### config.mk
export PLATFORM = sky130hd
export DESIGN_NAME = wb_write_sequencer
export DESIGN_NICKNAME = d
export VERILOG_FILES = /design/src/rtl/wb_write_sequencer.sv
export SDC_FILE = /design/constraint.sdc
export NUM_CORES = 1
export LEC_CHECK = 0
export CAP_MARGIN = 20
export CORE_AREA = 3 3 117 119
export CTS_CLUSTER_DIAMETER = 40
export DETAILED_ROUTE_END_ITERATION = 8
export DIE_AREA = 0 0 120 122
export SKIP_LAST_GASP = 1
export SLEW_MARGIN = 20
export SYNTH_ARGS = -nofsm -noshare
export SYNTH_HDL_FRONTEND = slang
export SYNTH_SLANG_ARGS = --single-unit
export TNS_END_PERCENT = 5
### constraint.sdc
create_clock -name clk -period 4.7 [get_ports clk]
set_input_delay 0.94 -clock clk [delete_from_list [all_inputs] [get_ports clk]]
set_output_delay 0.94 -clock clk [all_outputs]
set_load 0.03 [all_outputs]
### src/rtl/wb_write_sequencer.sv
// Serialises up to two writeback writes per cycle plus an external requester
// onto a single register-file write port, with starvation protection for ext.
module wb_write_sequencer (
    input  logic        clk,
    input  logic        rst,
    input  logic [1:0]  wb_write,
    input  logic [4:0]  wb_wa1,
    input  logic [4:0]  wb_wa2,
    input  logic [31:0] wb_wr1,
    input  logic [31:0] wb_wr2,
    input  logic        ext_req,
    input  logic [4:0]  ext_wa,
    input  logic [31:0] ext_wd,
    output logic        rf_we,
    output logic [4:0]  rf_wa,
    output logic [31:0] rf_wd,
    output logic        ext_ack,
    output logic        stall
);

    typedef enum logic {IDLE = 1'b0, PEND2 = 1'b1} state_t;

    state_t      state_q, state_d;
    logic [1:0]  starve_q, starve_d;
    logic [4:0]  buf_wa_q, buf_wa_d;
    logic [31:0] buf_wd_q, buf_wd_d;
    logic        rf_we_q, rf_we_d;
    logic [4:0]  rf_wa_q, rf_wa_d;
    logic [31:0] rf_wd_q, rf_wd_d;
    logic        ext_ack_q, ext_ack_d;
    logic        starved;

    assign starved = (starve_q == 2'd3) && ext_req;
    assign stall   = (state_q == PEND2) || starved;

    assign rf_we   = rf_we_q;
    assign rf_wa   = rf_wa_q;
    assign rf_wd   = rf_wd_q;
    assign ext_ack = ext_ack_q;

    always_comb begin
        state_d   = state_q;
        starve_d  = starve_q;
        buf_wa_d  = buf_wa_q;
        buf_wd_d  = buf_wd_q;
        rf_we_d   = 1'b0;
        rf_wa_d   = rf_wa_q;
        rf_wd_d   = rf_wd_q;
        ext_ack_d = 1'b0;
        case (state_q)
            IDLE: begin
                if (ext_req && (starved || wb_write == 2'b00)) begin
                    rf_we_d   = 1'b1;
                    rf_wa_d   = ext_wa;
                    rf_wd_d   = ext_wd;
                    ext_ack_d = 1'b1;
                    starve_d  = 2'd0;
                end else if (wb_write != 2'b00) begin
                    rf_we_d = 1'b1;
                    if (wb_write[0]) begin
                        rf_wa_d = wb_wa1;
                        rf_wd_d = wb_wr1;
                    end else begin
                        rf_wa_d = wb_wa2;
                        rf_wd_d = wb_wr2;
                    end
                    // Dual write: slot1 now, slot2 parked for the next edge.
                    if (wb_write == 2'b11) begin
                        buf_wa_d = wb_wa2;
                        buf_wd_d = wb_wr2;
                        state_d  = PEND2;
                    end
                    if (!ext_req)
                        starve_d = 2'd0;
                    else if (starve_q != 2'd3)
                        starve_d = starve_q + 2'd1;
                end else begin
                    starve_d = 2'd0;
                end
            end
            PEND2: begin
                rf_we_d = 1'b1;
                rf_wa_d = buf_wa_q;
                rf_wd_d = buf_wd_q;
                state_d = IDLE;
            end
            default: state_d = IDLE;
        endcase
    end

    always_ff @(posedge clk or posedge rst) begin
        if (rst) begin
            state_q   <= IDLE;
            starve_q  <= 2'd0;
            buf_wa_q  <= 5'd0;
            buf_wd_q  <= 32'd0;
            rf_we_q   <= 1'b0;
            rf_wa_q   <= 5'd0;
            rf_wd_q   <= 32'd0;
            ext_ack_q <= 1'b0;
        end else begin
            state_q   <= state_d;
            starve_q  <= starve_d;
            buf_wa_q  <= buf_wa_d;
            buf_wd_q  <= buf_wd_d;
            rf_we_q   <= rf_we_d;
            rf_wa_q   <= rf_wa_d;
            rf_wd_q   <= rf_wd_d;
            ext_ack_q <= ext_ack_d;
        end
    end

endmodule

# Yosys cells after proc, flatten, opt, wreduce, memory -nomap -nowiden

Cells that the tools add are included.

Output and inout bits: 40
Logic and storage cells: 45
Bits in registers: 79
Input port bits: 116

Equal/unequal tests: 5
Bitwise operators: 2
Muxes and demuxes: 21
Reduce and logical (&&, ||, !) cells: 8
Add/subtract/negate cells: 1

Operator list:

| kind                                                            | number |
|---|---|
| 32-bit 2-to-1 mux                                               | 3 |
| 32-bit one-hot mux with 2 select lines                          | 1 |
| 5-bit 2-to-1 mux                                                | 3 |
| 5-bit one-hot mux with 2 select lines                           | 1 |
| 2-bit 2-to-1 mux                                                | 4 |
| 1-bit 2-to-1 mux                                                | 7 |
| 2-bit == test, second input constant                            | 2 |
| 4-bit by 3-bit != test with 1-bit output, second input constant | 1 |
| 1-bit one-hot mux with 2 select lines                           | 2 |
| 4-bit AND reduction                                             | 1 |
| 3-bit != test, second input constant                            | 1 |
| 2-bit by 1-bit adder with 2-bit output, second input constant   | 1 |
| 1-bit logical AND                                               | 2 |
| 2-bit logical NOT                                               | 1 |
| 1-bit logical OR                                                | 2 |
| 2-bit != test, second input constant                            | 1 |
| 1-bit inverter                                                  | 2 |
| 2-bit AND reduction                                             | 1 |
| 2-bit nonzero test                                              | 1 |

# Longest topological paths before layout

Gate-level depths: netlist of run 1.

Depth after elaboration: 6
Gate-level depth with buffers: 6
Mapped depth without buffers: 4

# Worst setup path before layout of run 1

Ideal clock, no wire load.

Path type: input port to output port
Start point: in ext_req
End point: out stall
Arrival: 1.370 ns
Path buffers: 1
Path slack: 2.390 ns
Stages on the path: 2
Required time: 3.760 ns
Cells stage by stage: buf_2 > a21o_1

Word-level cells in the longest chain between the ends: 2

RTL lines:

| element           | line | RTL |
|---|---|---|
| start, declared   | 11   | `input logic ext_req,` |
| 1-bit logical AND | 33   | `assign starved = (starve_q == 2'd3) && ext_req;` |
| 1-bit logical OR  | 34   | `assign stall = (state_q == PEND2) \|\| starved;` |
| end, declared     | 18   | `output logic stall` |

No other way between the ends.

# Final worst setup path of run 1

Ends and elaborated chain as after synthesis.

==> results.yml, run 1 <==
outcome:
  status: "complete, no violations"
placed_design:
  dp_hpwl_um: 8710
  io_buffers: 155
  dpl.cell_count: 691
  gp_congestion: 0.760
route:
  wl_per_cell_um: 19.5
  drt-total-wl_um: 13800
  via_per_inst: 5.38
  drtIter0Drc: 358
  drc: 0
  dr.pass1.iters: 4
  vias: 3805
  ant_nets: 0
floorplanning:
  start_util_pct: 34.7
  fp.dieW_um: 120
  pin_count: 156
  core-area_um2: 12700
  die_area_um2: 14600
  fp-row-count: 41
  die-height_um: 122
cells_and_area:
  area_growth_pct: 43.5
  antenna_cells: 0
  register_area_um2: 1980
  nFillCells: 1189
  fin_nets: 648
  multi_input_area_um2: 2170
  stdcell_count: 707
  drive_above_1_share_pct: 11.6
  final_common_cell: "clkdlybuf4s50_1"
  layout_common_cells: "153 x clkdlybuf4s50_1, 78 x dfrtp_1, 74 x nor2b_1"
power_and_ir_drop:
  ir_worst_vdd_mv: 0.153
  cellLeakagePower_nw: 2.35
  powerDensity_nw_per_um2: 357
synthesis:
  yosysSeqAreaShare_pct: 44.9
  syn-num-nets: 520
  avgSynthCellArea_um2: 10.9
  ys_ff_latch: 79
  syn_inst: 403
  synth_warnings: 0
  syn_area_um2: 4400
  ys_types: 26
global_routing:
  overflow: 0
  grt_start_max_net_pins: 82
  antenna_found_initial: 0
  grt_first_pass_wirelength_um: 21900
  grt_use_total_pct: 18.8
  grt_pass1_vias: 4075
setup_path:
  slowest_delay_ns: 0.70
  r2r-start: "starve_q[0]"
  worstSetupStartpoint: "ext_req"
  worst_setup_path_start_kind: "input pin"
  end_kind: "output pin"
  critPathArrivalTime_ns: 1.94
  crit_type: "in -> out"
  crit_required_ns: 3.76
  crit_fanout: 2
  worst_path_max_delay_cell: "clkdlybuf4s50_1"
  crit_chain: "buf_2, a21o_1, clkdlybuf4s50_1"
cts:
  htreeDepth: 3
  root_buffer: "clkbuf_16"
  clk_path_buf_depth: 2
  path_clk_slew_ns: 0.06
  postCtsSetupBuffers: 0
  cts_sinks: 79
  clk_latency_ns: 0.32
  cts_buffers: 9
  cts_tree: "done"
  holdBufCountCts: 0
  post_cts_resized: 0
timing:
  slew_headroom_pct: 29.6
  final-setup-viol-count: 0
  tightestPinTransition_ns: 1.06
  max_clock_freq_mhz: 348
  rsz0062_at_grt: "false"
  fin_skew_ns: 0.00763
  finalHoldViolCount: 0
  tns_ns: 0
  min_period_ns: 2.88
  fin_crit_sh_pct: 61.2
  final-max-slew-violation-count: 0
worst_hold_path:
  worstHoldStart: "buf_wa_q[1]"
  hold_class: "reg -> reg"
job:
  maxCapViolations: 0
[cell usage after synthesis (all sizes together)]
| cell | count | area (um2) |
|---|---|---|
| clkbuf | 18 | 67.6 |
| a22oi | 37 | 278 |
| nor2b | 74 | 463 |
| nand3 | 2 | 10.0 |
| a221oi | 37 | 324 |
| a21o | 1 | 7.51 |
| o21ba | 1 | 10.0 |
| o21ai | 1 | 5.00 |
| nor3b | 37 | 278 |
| inv | 1 | 3.75 |
| nand2 | 5 | 18.8 |
| dfrtp | 79 | 1980 |
| nand2b | 1 | 6.26 |
| mux2 | 37 | 417 |
| nor2 | 3 | 13.8 |
| o31ai | 37 | 278 |
| o21bai | 1 | 7.51 |
| nor3 | 1 | 10.0 |
| ha | 1 | 12.5 |
| buf | 28 | 208 |
| or2 | 1 | 6.26 |
[worst max-delay path: cells and delay by family]
family                 cells  cell delay, ns
buffers and inverters      2            0.79
AOI/OAI and AO/OA          1            0.20
[state kept, by name, summed over array words and instances, names as in the netlist]
register,flops
buf_wa_q,5
buf_wd_q,32
ext_ack,1
rf_wa,5
rf_wd,32
rf_we,1
starve_q,2
state_q,1
[final timing paths]
| path | cells after the start | slack [ns] | end |
|---|---|---|---|
| min in group asynchronous | 2 | 1.09 | rf_wd[0] |
| hold / removal | 1 | 0.49 | buf_wa_q[1] |
| setup reg to reg | 5 | 2.31 | buf_wd_q[5] |
| hold reg to reg | 1 | 0.49 | buf_wa_q[1] |
| setup / recovery | 3 | 1.82 | stall |
| max in group asynchronous | 3 | 2.67 | rf_wd[6] |
[power by group]
| part | leakage [nW] | switching, mW | internal (mW) |
|---|---|---|---|
| combinational | 1.25 | 0.307 | 0.317 |
| clock | 0.160 | 0.261 | 0.516 |
| sequential | 0.943 | 0.0616 | 0.794 |
[routing by layer]
metal / vias to the layer above / part of all wire [%] / GRT usage (%) / routed length (um)
met2: 126 / 50 / 33.2 / 6950
li1: 1774 / - / - / -
met1: 1893 / 43 / 23.2 / 5900
met4: 0 / 1.5 / 6.01 / 208
met3: 12 / 5.2 / 3.76 / 722
met5: - / 0 / 0 / 0
[metrics by stage]
step | worst slack, ns | cell area, um2 | power, mW | hold WS, ns | util, %
global route | 1.67 | 6310 | 2.37 | 0.513 | 49.8
finish | 1.82 | 6310 | 2.26 | 0.490 | 49.8
CTS | 1.81 | 6290 | 2.28 | 0.496 | 49.6
floorplan | 1.74 | 4400 | 1.22 | 0.457 | -
detailed placement | 1.50 | 5960 | 1.49 | 0.481 | 47.0
global placement | 1.55 | 5960 | 1.48 | 0.472 | 47.0
[layout make-up]
cell class	instances	share of cell area, %
clock inverter	4	1.51
multi-input combinational	277	34.3
inverter	1	0.0793
tap	172	3.41
sequential	79	31.3
timing repair buffer	163	25.7
clock buffer	11	3.69
[logic make-up after synthesis]
logic type / synth area share (%)
compound gates: 20.7
fa+ha+maj: 0.284
buf+inv: 6.34
flops: 44.9
mux: 9.47
simple gates: 18.3
Note: power is estimated with default switching activity, not from simulation.
==> run 2: changes to the inputs <==
- PLACE_DENSITY: unset -> 0.66
- clock period: 4.7 -> 2.4 ns (I/O delays scaled with it)
==> run 2 against run 1 <==
Net effect:
- sequential cell count is the same
- clock skew shrank 0.0042 ns
- clock-buffer cell count grew 4
- critical path depth is the same
- critical path type is now reg -> out
==> results.yml, run 2 (synthesis gave the netlist of run 1 again) <==
placed_design:
  placed_cell_area_um2: 6060
  dp_hpwl_um: 8690
  gp_congestion: 0.740
  post-place-ws_ns: 0.310
  io_buffers: 155
floorplanning:
  die-height_um: 122
  pin_count: 156
  start_util_pct: 34.7
  die_area_um2: 14600
  fp.dieW_um: 120
  fp-row-count: 41
  core-area_um2: 12700
setup_path:
  crit_required_ns: 1.92
  crit_type: "reg -> out"
  crit_chain: "ha_1, a21o_1, buf_4"
  slowest_delay_ns: 0.40
  end_kind: "output pin"
  worst_setup_path_start_kind: "flip-flop"
  crit_fanout: 3
  worst_path_max_delay_cell: "dfrtp_1"
  critPathArrivalTime_ns: 1.39
global_routing:
  overflow: 0
  grt_pass1_vias: 3961
  antenna_found_initial: 0
  grt_use_total_pct: 17.3
  grt_first_pass_wirelength_um: 20300
  grt_start_max_net_pins: 80
timing:
  fin_ws_ns: 0.529
  max_clock_freq_mhz: 534
  tns_ns: 0
  final-max-slew-violation-count: 0
  final-setup-viol-count: 0
  whs_ns: 0.484
  slew_headroom_pct: 62.9
  fin_crit_sh_pct: 78.0
  fin_skew_ns: 0.00340
  finalHoldViolCount: 0
  rsz0062_at_grt: "false"
  tightestPinTransition_ns: 0.556
  min_period_ns: 1.87
route:
  drt-total-wl_um: 12800
  via_per_inst: 5.34
  wl_per_cell_um: 17.9
  drc: 0
  ant_nets: 0
  drtIter0Drc: 224
  dr.pass1.iters: 4
  vias: 3817
cells_and_area:
  design_area_um2: 6350
  fin_nets: 656
  antenna_cells: 0
  area_growth_pct: 44.4
  final_common_cell: "clkdlybuf4s50_1"
  drive_above_1_share_pct: 13.1
  layout_common_cells: "152 x clkdlybuf4s50_1, 78 x dfrtp_1, 74 x nor2b_1"
power_and_ir_drop:
  cellLeakagePower_nw: 2.38
  ir_worst_vdd_mv: 0.299
  total_power_mw: 4.21
  powerDensity_nw_per_um2: 662
cts:
  path_clk_slew_ns: 0.06
  clk_path_buf_depth: 2
  cts_tree: "done"
  postCtsSetupBuffers: 0
  htreeDepth: 3
  root_buffer: "clkbuf_16"
  post_cts_resized: 0
  holdBufCountCts: 0
  cts_buffers: 9
  cts_sinks: 79
  clk_latency_ns: 0.32
job:
  maxCapViolations: 0
worst_hold_path:
  hold_class: "reg -> reg"
outcome:
  status: "complete, no violations"
## run 2: cell types whose count changed in the layout (fill, tap and decap cells not counted), moves of 2 or more
cell       delta
buf_4         +7
clkinv_2      -2
bufinv_16     -3
buf_12        +3
clkbuf_8      +4
## run 2: final cells by class
| class | count | area (um2) |
|---|---|---|
| clock buffer | 15 | 288 |
| fill | 1195 | 6320 |
| inverter | 1 | 7.51 |
| multi-input combinational | 277 | 2170 |
| sequential | 79 | 1980 |
| tap | 172 | 215 |
| timing repair buffer | 171 | 1700 |
## run 2: path summary, 6_finish.rpt
path                                   start            to  slack, ns  depth (start not counted)
min in group asynchronous                rst         rf_we       0.63                          3
worst max-delay path             starve_q[0]         stall       0.53                          3
worst min-delay path            buf_wd_q[27]  buf_wd_q[27]       0.48                          1
max in group asynchronous                rst       state_q       1.42                          3
worst min register to register  buf_wd_q[27]  buf_wd_q[27]       0.48                          1
worst max register to register       state_q      rf_wd[3]       0.64                          4
## run 2: stage by stage
stage                     util [%]  std cells
after floorplan                  -        403
after global placement        47.9        700
after detailed placement      47.9        700
after CTS                     50.1        715
after global routing          50.1        715
final                         50.1        715
## run 2: routing by layer
layer,GRT usage (%),wire length [um]
met5,0,0
met3,4.92,808
met1,21.9,5580
met4,4.15,112
met2,29.4,6280
## run 2: critical path: cells and delay by family (launching register included)
kind / cells / cell delay, ns
buf+inv: 1 / 0.18
flops: 1 / 0.40
compound gates: 1 / 0.23
fa+ha+maj: 1 / 0.25
## run 2: where the power goes
part / switching [mW] / internal [mW] / total [mW]
logic: 0.584 / 0.634 / 1.22
clock network: 0.498 / 0.809 / 1.31
registers: 0.125 / 1.55 / 1.68
